**config.mk**
```make
export PLATFORM = sky130hd
export DESIGN_NAME = uart_score_tx
export DESIGN_NICKNAME = d
export VERILOG_FILES = /design/src/rtl/uart_score_pkg.sv /design/src/rtl/uart_score_tx_byte.sv /design/src/rtl/uart_score_tx.sv
export SDC_FILE = /design/constraint.sdc
export NUM_CORES = 1
export LEC_CHECK = 0
export BUFFER_PORTS_ARGS = -buffer_cell sky130_fd_sc_hd__buf_2
export CORE_UTILIZATION = 42
export DETAILED_ROUTE_END_ITERATION = 7
export PLACE_DENSITY_LB_ADDON = 0.25
export SETUP_SLACK_MARGIN = 0.3
export SYNTH_ARGS = -nofsm -noshare
export SYNTH_HDL_FRONTEND = slang
export SYNTH_SLANG_ARGS = --single-unit
```
**constraint.sdc**
```tcl
create_clock -name clk -period 4.9 [get_ports clk]
set_clock_uncertainty 0.2 [all_clocks]
set_input_delay 0.245 -clock clk [delete_from_list [all_inputs] [get_ports clk]]
set_output_delay 0.245 -clock clk [all_outputs]
set_load 0.01 [all_outputs]
```
**src/rtl/uart_score_pkg.sv**
```systemverilog
// uart_score_pkg: ASCII constants, report layout and serialiser states (UART_TX_PARITY_EN adds the parity state)
package uart_score_pkg;
    localparam int MSG_LEN = 9;
    localparam logic [7:0] ASC_A     = 8'h41;
    localparam logic [7:0] ASC_B     = 8'h42;
    localparam logic [7:0] ASC_COLON = 8'h3A;
    localparam logic [7:0] ASC_SP    = 8'h20;
    localparam logic [7:0] ASC_CR    = 8'h0D;
    localparam logic [7:0] ASC_LF    = 8'h0A;
    localparam logic [7:0] ASC_0     = 8'h30;
    localparam logic [7:0] ASC_QMARK = 8'h3F;

    typedef enum logic [2:0] {
        ST_IDLE,
        ST_START,
        ST_DATA,
`ifdef UART_TX_PARITY_EN
        ST_PAR,
`endif
        ST_STOP
    } tx_state_e;

    function automatic logic [7:0] digit(input logic [3:0] v);
        return (v <= 4'd9) ? ASC_0 + 8'(v) : ASC_QMARK;
    endfunction

    // "A:<a> B:<b>\r\n"
    function automatic logic [7:0] msg_byte(input logic [3:0] idx, input logic [3:0] a, input logic [3:0] b);
        case (idx)
            4'd0:    return ASC_A;
            4'd1:    return ASC_COLON;
            4'd2:    return digit(a);
            4'd3:    return ASC_SP;
            4'd4:    return ASC_B;
            4'd5:    return ASC_COLON;
            4'd6:    return digit(b);
            4'd7:    return ASC_CR;
            default: return ASC_LF;
        endcase
    endfunction
endpackage

```
**src/rtl/uart_score_tx_byte.sv**
```systemverilog
// uart_tx_byte: one UART frame per start, back-to-back capable; UART_TX_PARITY_EN inserts even parity before stop
module uart_tx_byte
    import uart_score_pkg::*;
#(
    parameter int CLKS_PER_BIT = 10417
) (
    input  logic       clk,
    input  logic       reset,
    input  logic       start,
    input  logic [7:0] data,
    output logic       tx,
    output logic       ready
);
    localparam int CW = $clog2(CLKS_PER_BIT);

    tx_state_e     state_q, state_d;
    logic [CW-1:0] cnt_q, cnt_d;
    logic [2:0]    bit_q, bit_d;
    logic [7:0]    sh_q, sh_d;
    logic          tx_q, tx_d;
    logic          tick, load;
`ifdef UART_TX_PARITY_EN
    logic          par_q, par_d;
`endif

    always_ff @(posedge clk) begin
        if (reset) begin
            state_q <= ST_IDLE;
            cnt_q   <= '0;
            bit_q   <= '0;
            sh_q    <= '0;
            tx_q    <= 1'b1;
`ifdef UART_TX_PARITY_EN
            par_q   <= 1'b0;
`endif
        end else begin
            state_q <= state_d;
            cnt_q   <= cnt_d;
            bit_q   <= bit_d;
            sh_q    <= sh_d;
            tx_q    <= tx_d;
`ifdef UART_TX_PARITY_EN
            par_q   <= par_d;
`endif
        end
    end

    always_comb begin
        tick    = cnt_q == '0;
        state_d = state_q;
        case (state_q)
            ST_IDLE:  state_d = start ? ST_START : ST_IDLE;
            ST_START: state_d = tick ? ST_DATA : ST_START;
`ifdef UART_TX_PARITY_EN
            ST_DATA:  state_d = (tick && bit_q == 3'd7) ? ST_PAR : ST_DATA;
            ST_PAR:   state_d = tick ? ST_STOP : ST_PAR;
`else
            ST_DATA:  state_d = (tick && bit_q == 3'd7) ? ST_STOP : ST_DATA;
`endif
            ST_STOP:  state_d = tick ? (start ? ST_START : ST_IDLE) : ST_STOP;
            default:  state_d = ST_IDLE;
        endcase
    end

    // A new byte may be loaded in the last stop-bit cycle, so frames chain without an idle gap
    always_comb begin
        ready = state_q == ST_IDLE || (state_q == ST_STOP && tick);
        load  = ready && start;
        cnt_d = (state_q == ST_IDLE || tick) ? CW'(CLKS_PER_BIT - 1) : cnt_q - 1'b1;
        bit_d = (state_q == ST_DATA && tick) ? bit_q + 3'd1 : bit_q;
        sh_d  = load ? data : ((state_q == ST_DATA && tick) ? sh_q >> 1 : sh_q);
`ifdef UART_TX_PARITY_EN
        par_d = load ? ^data : par_q;
        tx_d  = state_d == ST_START ? 1'b0 : state_d == ST_DATA ? sh_d[0] : state_d == ST_PAR ? par_q : 1'b1;
`else
        tx_d  = state_d == ST_START ? 1'b0 : state_d == ST_DATA ? sh_d[0] : 1'b1;
`endif
    end

    assign tx = tx_q;
endmodule

```
**src/rtl/uart_score_tx.sv**
```systemverilog
// uart_score_tx: sends "A:<a> B:<b>\r\n" as UART frames on send; UART_TX_PARITY_EN selects 8E1 framing
module uart_score_tx
    import uart_score_pkg::*;
#(
    parameter int CLKS_PER_BIT = 10417
) (
    input  logic       clk,
    input  logic       reset,
    input  logic       send,
    input  logic [3:0] score_a,
    input  logic [3:0] score_b,
    output logic       busy,
    output logic       done,
    output logic       RsTx
);
    logic [3:0] idx_q, idx_d;
    logic [3:0] sa_q, sa_d, sb_q, sb_d;
    logic [3:0] pa_q, pa_d, pb_q, pb_d;
    logic       busy_q, busy_d, pend_q, pend_d, done_q, done_d;
    logic       ready, start, last;
    logic [7:0] data;

    always_ff @(posedge clk) begin
        if (reset) begin
            idx_q  <= '0;
            sa_q   <= '0;
            sb_q   <= '0;
            pa_q   <= '0;
            pb_q   <= '0;
            busy_q <= 1'b0;
            pend_q <= 1'b0;
            done_q <= 1'b0;
        end else begin
            idx_q  <= idx_d;
            sa_q   <= sa_d;
            sb_q   <= sb_d;
            pa_q   <= pa_d;
            pb_q   <= pb_d;
            busy_q <= busy_d;
            pend_q <= pend_d;
            done_q <= done_d;
        end
    end

    // A send arriving in the final stop-bit cycle counts as pending, so it chains like any other
    always_comb begin
        last   = busy_q && ready && idx_q == 4'(MSG_LEN - 1);
        start  = busy_q ? ready && (!last || pend_q || send) : send;
        busy_d = busy_q ? !last || pend_q || send : send;
        idx_d  = (!busy_q || last) ? 4'd0 : idx_q + 4'(ready);
        pa_d   = send ? score_a : pa_q;
        pb_d   = send ? score_b : pb_q;
        pend_d = busy_q && !last && (pend_q || send);
        sa_d   = !busy_q ? score_a : (last ? pa_d : sa_q);
        sb_d   = !busy_q ? score_b : (last ? pb_d : sb_q);
        data   = msg_byte(idx_d, sa_q, sb_q);
        done_d = last;
    end

    uart_tx_byte #(.CLKS_PER_BIT(CLKS_PER_BIT)) u_byte (
        .clk   (clk),
        .reset (reset),
        .start (start),
        .data  (data),
        .tx    (RsTx),
        .ready (ready)
    );

    assign busy = busy_q;
    assign done = done_q;
endmodule

```
==> flow_summary.json <==
{
  "cts_resized": 0,
  "antenna_found_initial": 0,
  "io_buffers": 13,
  "drt-total-wl_um": 4650,
  "top_level_ports": 14,
  "end_kind": "flop",
  "yosys.area.top_type": "dfxtp_1",
  "crit_family": "simple AND/OR/NAND/NOR gates",
  "drc": 0,
  "crit_chain": "inv_1 -> ha_1 -> or4b_4 -> nor4_2 -> nor2_1 -> inv_1 -> ha_1 -> ha_1 -> inv_1 -> or3_1 -> a21oi_1 -> o311ai_0 -> a21oi_2",
  "synthSimpleGateAreaFrac": 0.208,
  "fin_crit_sh": 0.732,
  "cts_setup_buffers": 0,
  "setup.worst_path.start_class": "flop",
  "p_comb_frac": 0.197,
  "drv_slew": 0,
  "p_sw_uw": 251,
  "clockBufferDepth": 2,
  "dieArea_um2": 6150,
  "status": "finished, final reports clean",
  "synthDominantCellAreaShare": 0.408,
  "drt-pass1-iter-count": 4,
  "crit_buf_inv": 3,
  "r2r_setup_slack_ns": 1.31,
  "cts_num_sinks": 50,
  "worstPathRequired_ns": 4.93,
  "fmax_mhz": 279,
  "cap_violations": 0,
  "multi_input_area_um2": 1350,
  "setup_violations": 0,
  "postCtsHoldBufs": 0,
  "yosys.area_share.xor_xnor": 0.0678,
  "cpPeakStageDelay_ns": 0.55,
  "synth_warnings": 0,
  "utilization": 0.470,
  "ys_seq_area_frac": 0.408,
  "cts-htree-levels": 2,
  "clk_pin_slew_ns": 0.08,
  "dp.cells": 348,
  "synth.area.top_cells": "dfxtp_1 41%, nor2_1 5.8%, mux2i_1 4.9%",
  "synth.area.mux_share": 0.0688,
  "syn_avg_cell_area_um2": 8.83,
  "wl_per_cell_um": 13.1,
  "grt_pass1_vias": 1823,
  "clkPwrFrac": 0.261,
  "powerDensity_nw_per_um2": 328,
  "drive_gt1_frac": 0.124,
  "worst_pin_slew_ns": 0.959,
  "post_drt_via_cell_ratio": 5.38,
  "hpwl_um": 3300,
  "hold_violations": 0,
  "final.setup.tns_ns": 0,
  "hold_start": "score_a[0]",
  "finalCriticalPeriod_ns": 3.59,
  "gr-total-overflow": 0,
  "synthArstFlopShare": 0,
  "die-width_um": 78.5,
  "dpl_cell_area_um2": 2540,
  "numCtsBuffers": 5,
  "ant_nets": 0,
  "switching_share": 0.291,
  "grt_max_degree": 28,
  "start_util": 0.440,
  "seq_area_um2": 1000,
  "nFillCells": 566,
  "gp_congestion": 0.805,
  "internal_power_uw": 609,
  "synth_fa_ha_area_frac": 0.0306,
  "holdPathEnd": "pa_q[0]",
  "crit_path_start": "u_byte.cnt_q[0]",
  "critPathSlowestCell": "nor4_2",
  "hold_path_depth": 3,
  "reg2reg_from": "u_byte.cnt_q[0]",
  "relSlewSlack": 0.357,
  "worstPathArrival_ns": 3.62,
  "syn2layout_area_growth_pct": 6.83,
  "total_power_uw": 860,
  "grtUsageTotal": 0.170,
  "irDropWorstVdd_mv": 0.207,
  "ctsRootBufferMaster": "clkbuf_8",
  "synth_cell_type_count": 57,
  "p_leak_nw": 1.00,
  "synthesis.nets": 295,
  "syn_area_um2": 2450,
  "num_vias": 1911,
  "fp-row-count": 27,
  "hp-class": "in2reg",
  "ys_ff_latch": 50,
  "synth_compound_area_frac": 0.176,
  "cts_tree": "built",
  "drtIter0Drc": 50,
  "r2r-end": "u_byte.sh_q[1]",
  "p_seq_frac": 0.542,
  "synth_edf_count": 0,
  "clock_latency_ns": 0.30,
  "fp.coreArea_um2": 5570,
  "ys.flop_type": "dfxtp_1",
  "syn_inst": 278,
  "synth_top_family_by_area": "simple AND/OR/NAND/NOR gates",
  "crit_type": "reg2reg",
  "grt_pass1_wl_um": 8280,
  "finalInstanceArea_um2": 2620,
  "final_cells": 355,
  "die_y_um": 78.5,
  "grt_setup_unrepaired": "false",
  "fin_nets": 300,
  "rr_worst_depth": 13,
  "critPathMaxFanout": 9,
  "antennaDiodeCount": 0
}
## kinds of logic (layout without fill, tap and decap cells)
logic type                 after synthesis  after routing
and+or+nand+nor                         99             99
muxes                                   16             16
adders and majority gates                6              6
DFF                                     50             50
xor gates and xnor gates                19             19
AOI/OAI and AO/OA                       64             64
buffers and inverters                   24             29
## worst max-delay path by stage
stage,to,cells after the start
after floorplan,u_byte.sh_q[1],14
after global placement,u_byte.sh_q[1],13
after detailed placement,u_byte.sh_q[1],13
after CTS,u_byte.sh_q[1],13
after global routing,u_byte.sh_q[1],13
final,u_byte.sh_q[1],13
## cells in the final DEF (no fill, tap or decap), types with 10 or more instances in the layout
master,count
mux2i_1,12
nand3_1,12
a21oi_1,23
buf_2,13
nand2_1,20
xor2_1,10
nor2_1,38
dfxtp_1,50
## synthesized netlist by cell type, types with 2 or more instances
cell type,n
or3_1,4
nor2_1,38
buf_1,2
ha_1,6
dfxtp_1,50
a211oi_1,2
nor4b_1,2
mux2_1,2
o22a_1,2
inv_1,9
o21ai_1,3
xor2_1,10
buf_2,2
and3_1,2
o21ai_0,9
buf_4,2
nor3_1,3
xnor2_1,9
a21oi_1,23
a31oi_1,7
nand3_1,12
clkbuf_1,9
nand4_1,2
nand2_1,20
o21a_1,3
and2_1,2
mux2i_1,12
a21oi_2,2
## worst register-to-register path, delay by kind of cell, from the launching register on
family                     cells  cell delay (ns)
AOI/OAI and AO/OA              3             0.50
and+or+nand+nor                4             1.57
DFF                            1             0.34
buffers and inverters          3             0.30
adders and majority gates      3             0.63
## sequential cells by signal, summed over array words and instances, names as in the netlist
| signal | flops |
|---|---|
| sa_q | 4 |
| pa_q | 4 |
| u_byte.sh_q | 7 |
| u_byte.cnt_q | 14 |
| idx_q | 4 |
| done | 1 |
| busy | 1 |
| sb_q | 4 |
| pb_q | 4 |
| pend_q | 1 |
| u_byte.state_q | 2 |
| u_byte.bit_q | 3 |
| u_byte.tx | 1 |
## metal layers
metal,track usage,vias up,part of all wire
met1,0.217,893,0.50
li1,-,993,-
met5,0,-,0
met4,0.0667,0,0.015
met2,0.280,20,0.45
met3,0.0372,5,0.032
## power by group through the flow
stage	clock network [mW]	logic, mW	registers, mW
6_report	0.225	0.169	0.466
5_1_grt	0.251	0.192	0.472
4_1_cts	0.235	0.170	0.467
3_5_place_dp	0	0.169	0.476
3_3_place_gp	0	0.168	0.475
2_1_floorplan	0	0.143	0.467
## area by class of cell
type                    count  area share
clock inverters             2     0.00382
flip-flops and latches     50       0.382
inverters                   9      0.0129
well taps                  72      0.0344
multi-input cells         204       0.516
clock buffers               5      0.0262
repair buffers             13      0.0248
## metrics by stage
stage | setup WS (ns) | hold WS [ns]
floorplan | 1.56 | 0.176
global placement | 1.47 | 0.241
detailed placement | 1.35 | 0.249
CTS | 1.33 | 0.00996
global route | 0.972 | 0.0263
finish | 1.31 | 0.0122
Power figures use the tool's default switching activity.
